==> src/rtl/data_mem_responder.sv <==
// data_mem_responder
//   Single-port data memory responder for a load/store datapath. One request
//   is accepted at a time. The response becomes valid LATENCY cycles after the
//   acceptance edge and is held until the datapath takes it.
//
//   Parameters
//     DEPTH   : number of 32-bit words (power of two, 16..1024)
//     LATENCY : cycles from acceptance edge to resp_valid (1..15)
//
//   Ports
//     clock, reset             : clock, synchronous active-high reset
//     req_valid/req_write      : request strobe, 1 = store / 0 = load
//     req_addr/req_wdata       : byte address and store data
//     req_ready                : high only in IDLE
//     resp_valid/resp_ready    : response handshake
//     resp_rdata/resp_error    : load data (0 for stores/errors), error flag
//     mmio_out                 : MMIO register at 0x0000FF00
//                                (exists only when DMEM_MMIO_EN is defined)
//
//   Build option: define DMEM_MMIO_EN to add the MMIO register and mmio_out.

module data_mem_responder #(
    parameter int DEPTH   = 64,
    parameter int LATENCY = 2
) (
    input  logic        clock,
    input  logic        reset,
    input  logic        req_valid,
    input  logic        req_write,
    input  logic [31:0] req_addr,
    input  logic [31:0] req_wdata,
    output logic        req_ready,
    output logic        resp_valid,
    input  logic        resp_ready,
    output logic [31:0] resp_rdata,
    output logic        resp_error
`ifdef DMEM_MMIO_EN
    ,
    output logic [31:0] mmio_out
`endif
);

    localparam int          AW        = $clog2(DEPTH);
    localparam logic [31:0] MEM_BYTES = 32'(DEPTH * 4);
    localparam logic [3:0]  CNT_LOAD  = 4'(LATENCY - 1);

    typedef enum logic [1:0] {
        S_IDLE,
        S_WAIT,
        S_RESP
    } state_t;

    state_t      state_q, state_d;
    logic [3:0]  cnt_q, cnt_d;
    logic        write_q;
    logic [31:0] addr_q, wdata_q;
    logic [31:0] rdata_q, rdata_d;
    logic        error_q, error_d;
    logic        accept;
    logic        commit;
    logic        misaligned, hit_mem, hit_mmio;
    logic [AW-1:0] idx;
    logic [31:0] rd_word;
    logic        mem_we;

    logic [31:0] mem_q [DEPTH];

`ifdef DMEM_MMIO_EN
    localparam logic [31:0] MMIO_ADDR = 32'h0000_FF00;
    logic [31:0] mmio_q;
`endif

    assign idx        = addr_q[AW+1:2];
    assign misaligned = (addr_q[1:0] != 2'b00);
    assign hit_mem    = !misaligned && (addr_q < MEM_BYTES);
`ifdef DMEM_MMIO_EN
    assign hit_mmio   = (addr_q == MMIO_ADDR);
`else
    assign hit_mmio   = 1'b0;
`endif

    // Read data is taken from the array before the commit edge, so a load
    // always sees the word as it stood before any write on that edge.
    always_comb begin
        rd_word = 32'h0;
        if (!write_q) begin
            if (hit_mem) begin
                rd_word = mem_q[idx];
            end
`ifdef DMEM_MMIO_EN
            else if (hit_mmio) begin
                rd_word = mmio_q;
            end
`endif
        end
    end

    // LATENCY = 1 loads a zero count, so the single WAIT cycle commits on
    // the next edge and every LATENCY lands resp_valid on edge N+LATENCY.
    always_comb begin
        state_d = state_q;
        cnt_d   = cnt_q;
        rdata_d = rdata_q;
        error_d = error_q;
        accept  = 1'b0;
        commit  = 1'b0;
        case (state_q)
            S_IDLE: begin
                if (req_valid) begin
                    accept  = 1'b1;
                    cnt_d   = CNT_LOAD;
                    state_d = S_WAIT;
                end
            end
            S_WAIT: begin
                if (cnt_q == 4'd0) begin
                    commit  = 1'b1;
                    rdata_d = rd_word;
                    error_d = !(hit_mem || hit_mmio);
                    state_d = S_RESP;
                end else begin
                    cnt_d = cnt_q - 4'd1;
                end
            end
            S_RESP: begin
                if (resp_ready) begin
                    state_d = S_IDLE;
                end
            end
            default: state_d = S_IDLE;
        endcase
    end

    always_ff @(posedge clock) begin
        if (reset) begin
            state_q <= S_IDLE;
            cnt_q   <= 4'd0;
            rdata_q <= 32'h0;
            error_q <= 1'b0;
        end else begin
            state_q <= state_d;
            cnt_q   <= cnt_d;
            rdata_q <= rdata_d;
            error_q <= error_d;
        end
    end

    // Request capture; only the acceptance cycle matters.
    always_ff @(posedge clock) begin
        if (accept && !reset) begin
            write_q <= req_write;
            addr_q  <= req_addr;
            wdata_q <= req_wdata;
        end
    end

    // Array is deliberately not reset; reset on the commit edge blocks the write.
    assign mem_we = commit && write_q && hit_mem && !reset;

    always_ff @(posedge clock) begin
        if (mem_we) begin
            mem_q[idx] <= wdata_q;
        end
    end

`ifdef DMEM_MMIO_EN
    always_ff @(posedge clock) begin
        if (reset) begin
            mmio_q <= 32'h0;
        end else if (commit && write_q && hit_mmio) begin
            mmio_q <= wdata_q;
        end
    end

    assign mmio_out = mmio_q;
`endif

    assign req_ready  = (state_q == S_IDLE);
    assign resp_valid = (state_q == S_RESP);
    assign resp_rdata = rdata_q;
    assign resp_error = error_q;

endmodule

==> config.mk <==
export PLATFORM = sky130hd
export DESIGN_NAME = data_mem_responder
export DESIGN_NICKNAME = d
export VERILOG_FILES = /design/src/rtl/data_mem_responder.sv
export SDC_FILE = /design/constraint.sdc
export NUM_CORES = 2
export LEC_CHECK = 0
export CAP_MARGIN = 0
export CORE_UTILIZATION = 30
export DETAILED_ROUTE_END_ITERATION = 16
export SLEW_MARGIN = 10
export SYNTH_ARGS = -nofsm -noshare
export SYNTH_HDL_FRONTEND = slang
export SYNTH_SLANG_ARGS = --single-unit
==> constraint.sdc <==
create_clock -name clock -period 12.1 [get_ports clock]
set_input_delay 1.815 -clock clock [delete_from_list [all_inputs] [get_ports clock]]
set_output_delay 1.815 -clock clock [all_outputs]
set_load 0.01 [all_outputs]
* After elaboration in Yosys (flattened, before gate mapping)
Memories as Yosys holds them, arrays and structs flattened. A register that Yosys moved wholly into a read port is not among the register bits. Index checks and enable logic that the tools add are counted.
Cells by class: add/subtract/negate cells 1, $lt $le $gt $ge 1, equal/unequal tests 6, muxes and demuxes 16, reductions and logical operators 15
Operators by type and width (number):
- 32-bit 2-to-1 mux | 2
- 32-bit by 9-bit < comparator with 1-bit output (second input constant) | 1
- 4-bit 2-to-1 mux | 2
- 4-bit case mux with 2 select lines | 1
- 1-bit 2-to-1 mux | 6
- 2-bit 2-to-1 mux | 3
- 6-bit 2-to-1 mux | 1
- 2-bit != test (second input constant) | 3
- 2-bit case mux with 3 select lines | 1
- 3-bit AND reduction | 2
- 1-bit logical AND | 5
- 4-bit zero test | 1
- 2-bit nonzero test | 2
- 4-bit by 1-bit subtractor with 4-bit output (second input constant) | 1
- 1-bit zero test | 3
- 2-bit by 1-bit == test with 1-bit output (second input constant) | 1
- 2-bit == test (second input constant) | 1
- 2-bit zero test | 1
- 2-bit by 1-bit != test with 1-bit output (second input constant) | 1
- 2-bit AND reduction | 1
Storage, ports and cells: register bits after elaboration 104, bits in writable memories 2048, input bits 69, output and inout port bits 35, logic and storage cells 47, memories kept 1
Memory list:
- mem_q | words 64, bits a word 32, read ports 1, clocked after memory_dff 1, wr ports 1, line 66 | logic [31:0] mem_q [DEPTH];

* Logic depth before layout (Yosys ltp)
depth after elaboration 8, mapped depth 12, depth with buffers taken out 8

* Worst setup path before layout
OpenSTA, ideal clock, no wires.
kind input-to-reg, start point input port req_valid, end point register with a tool-made name, library setup time 0.124 ns, data arrival time 5.346 ns, required time 11.976 ns, path slack 6.630 ns, stages 3, cells stage by stage nand2_1 -> nor2_1 -> mux2_2
RTL lines:
- from (decl) | line 28 | input logic req_valid,

==> impl_results.md <==
* Outcome: finished, final reports clean
* YS warnings at 0
* Pwr dens at 166 nW/um2
* DRC viols at 0
* Sum of negative setup slack at 0 ns
* Commonest non-fill, non-tap cell in the layout: edfxtp_1
* Synthesized flop and latch total at 2158
* Clock tree buffer depth at 3
* CP startpoint kind: register
* Fin crit period at 4.87 ns
* Clock root buffer: clkbuf_16
* Worst rel slew slack at 12.4%
* Most frequent cells in the layout: edfxtp_1, mux4_2, mux2i_1, clkbuf_16, buf_4
* Via density at 5.26
* Worst hold slack at 0.500 ns
* Gr usage total at 16.9%
* Via count at 41400
* Worst Hold Path EP: resp_error$_SDFFE_PP0P_
* Asr flop ratio synth at 0%
* FF-to-FF End: resp_rdata[9]$_SDFFE_PP0P_
* Top FF cell, synth: edfxtp_1
* Initial antenna violation count at 25
* Row count at 192
* Hold path start: resp_error$_SDFFE_PP0P_
* Largest net degree at the start of global routing at 106
* Drt first pass iters at 8
* Cell variety after synth at 60
* Die height at 526 um
* Crit end category: register
* EDFF count, synth at 2113
* Die area at 277000 um2
* Initial Util at 30.1%
* Routability cong. at 0.893
* Max-Cap Viols at 0
* CTS Hold Bufs at 0
* IO Count at 104
* R2R cell count at 7
* CP Class: reg2reg
* WHS Path Cells at 2
* Final wirelength at 238000 um
* Post-DR wirelength/cell at 30.2 um
* Actual slew at the worst max-slew pin at 1.31 ns
* Vias in the first global route at 40500
* Area overhead of the layout relative to synthesis at 15.4%
* Worst-Skew Late Latency at 0.84 ns
* Mapped cell area at 82400 um2
* Nets@finish at 4165
* Share of cells above drive strength 1 at 22.7%
* Clk slew on worst S/H paths at 0.06 ns
* TritonCTS buffer count at 211
* Post-CTS Repair Setup Buffers at 0
* First-pass GRT wire length at 327000 um
* I/O Buffers at 103
* First DRT Iteration DRCs at 5899
* Final Max Slew Viols at 0
* Leak Pwr at 29.3 nW
* Setup-failing EPs final at 0
* Max frequency at 205 MHz
* Worst Skew at 0.0372 ns
* CP Max Fanout at 74
* HP Class: reg2reg
* Syn avg cell area at 21.5 um2
* R2r setup slk at 7.23 ns
* RSZ-0062 raised after global routing: no
* Max VDD drop at 0.000123 V
* Main area contributors after synthesis: edfxtp_1, mux4_2, mux2i_1, dfxtp_1, a22oi_1
* Register area share after synthesis at 78.1%
* Routed Antenna Nets at 0
* Syn nets at 3909
* Core area at 273000 um2
* Final hold violations at 0
* Yosys top cell area share at 77.0%
* DIE WIDTH at 526 um
* Post_cts resized at 0
* Critical path arrival at 5.57 ns
* Sink Count at 2158
* Post-synthesis cell count at 3838
* DP HPWL at 141000 um
* Area leader, netlist: edfxtp_1
* H-tree depth at 4
* Worst path required time at 12.80 ns
* Congestion Overflow GR at 0
* CTS tree: yes
* Period utilization at 40.3%
how the worst max path moves through the flow:
stage | endpoint | start | slack (ns)
finish | resp_rdata[9]$_SDFFE_PP0P_ | register | 7.23
global route | resp_rdata[14]$_SDFFE_PP0P_ | register | 6.80
CTS | resp_rdata[14]$_SDFFE_PP0P_ | register | 7.20
detailed placement | mem_q[19][24]$_DFFE_PP_ | reset | 6.64
global placement | mem_q[19][1]$_DFFE_PP_ | reset | 6.63
floorplan | register | req_valid | 6.63
per-layer routing:
layer	vias to the layer above	track usage, %	share of wire (%)
li1	16700	-	-
met1	22200	22.6	39
met2	2223	27.0	47
met3	374	3.20	9.4
met4	0	6.80	4.3
met5	-	0	0
through the flow:
step	area [um2]	setup slack [ns]	util [%]	power, mW	std cells
after floorplan	82400	6.63	-	9.04	3838
after global placement	88400	6.63	32.3	9.52	7469
after detailed placement	88400	6.64	32.3	9.53	7470
after CTS	95100	7.20	34.8	15.8	7866
after global routing	95100	6.80	34.8	16.1	7866
final	95100	7.23	34.8	15.8	7873
cells by family after synthesis:
logic type,synth area share (%)
DFF,78.1
muxes,15.1
and+or+nand+nor,2.50
AOI/OAI and AO/OA,2.72
buffers and inverters,1.55
xor gates and xnor gates,0.0213
adders and majority gates,0.0304
synthesized netlist by cell type, types with 3 or more instances:
| library cell | instances |
|---|---|
| a2111oi_0 | 9 |
| a211oi_1 | 23 |
| a21oi_1 | 54 |
| a221oi_1 | 9 |
| a22o_1 | 6 |
| a22oi_1 | 104 |
| a31oi_1 | 21 |
| a32oi_1 | 6 |
| a41oi_1 | 5 |
| and2_1 | 7 |
| and3_1 | 7 |
| buf_1 | 7 |
| buf_2 | 51 |
| buf_4 | 71 |
| buf_6 | 16 |
| clkbuf_1 | 60 |
| dfxtp_1 | 45 |
| edfxtp_1 | 2113 |
| inv_1 | 4 |
| mux2_2 | 16 |
| mux2i_1 | 257 |
| mux4_2 | 429 |
| nand2_1 | 111 |
| nand2b_1 | 16 |
| nand3_1 | 72 |
| nand3b_1 | 4 |
| nand4_1 | 15 |
| nor2_1 | 114 |
| nor2b_1 | 33 |
| nor3_1 | 22 |
| nor3b_1 | 3 |
| nor4_1 | 17 |
| o211ai_1 | 5 |
| o21ai_0 | 38 |
| o221ai_1 | 7 |
| o22ai_1 | 28 |
| o31ai_1 | 3 |
power by group:
group / total [mW] / internal (mW) / switching [mW]
logic: 1.14 / 0.386 / 0.753
clock network: 6.37 / 3.58 / 2.79
registers: 8.24 / 8.21 / 0.0282
cell type report:
type,count,area (um2)
fillers,25200,178000
clock inverters,115,906
flip-flops and latches,2158,64400
repair buffers,251,2240
well taps,3589,4490
diodes,7,17.5
inverters,5,18.8
multi-input cells,1467,17300
clock buffers,281,5770
sequential cells by signal, indices dropped and copies added (netlist names), named ones only:
| signal | cells |
|---|---|
| state_q | 2 |
| cnt_q | 4 |
| resp_rdata | 32 |
| mem_q | 2048 |
| addr_q | 32 |
| write_q | 1 |
| wdata_q | 32 |
| resp_error | 1 |
critical path: stages (launching register included):
cell     delay, ns
dfxtp_4       0.68
buf_12        0.46
buf_4         0.76
buf_4         0.66
mux4_2        0.60
mux4_2        0.52
a21oi_1       0.61
o31ai_1       0.18
Note: power is estimated with default switching activity, not from simulation.
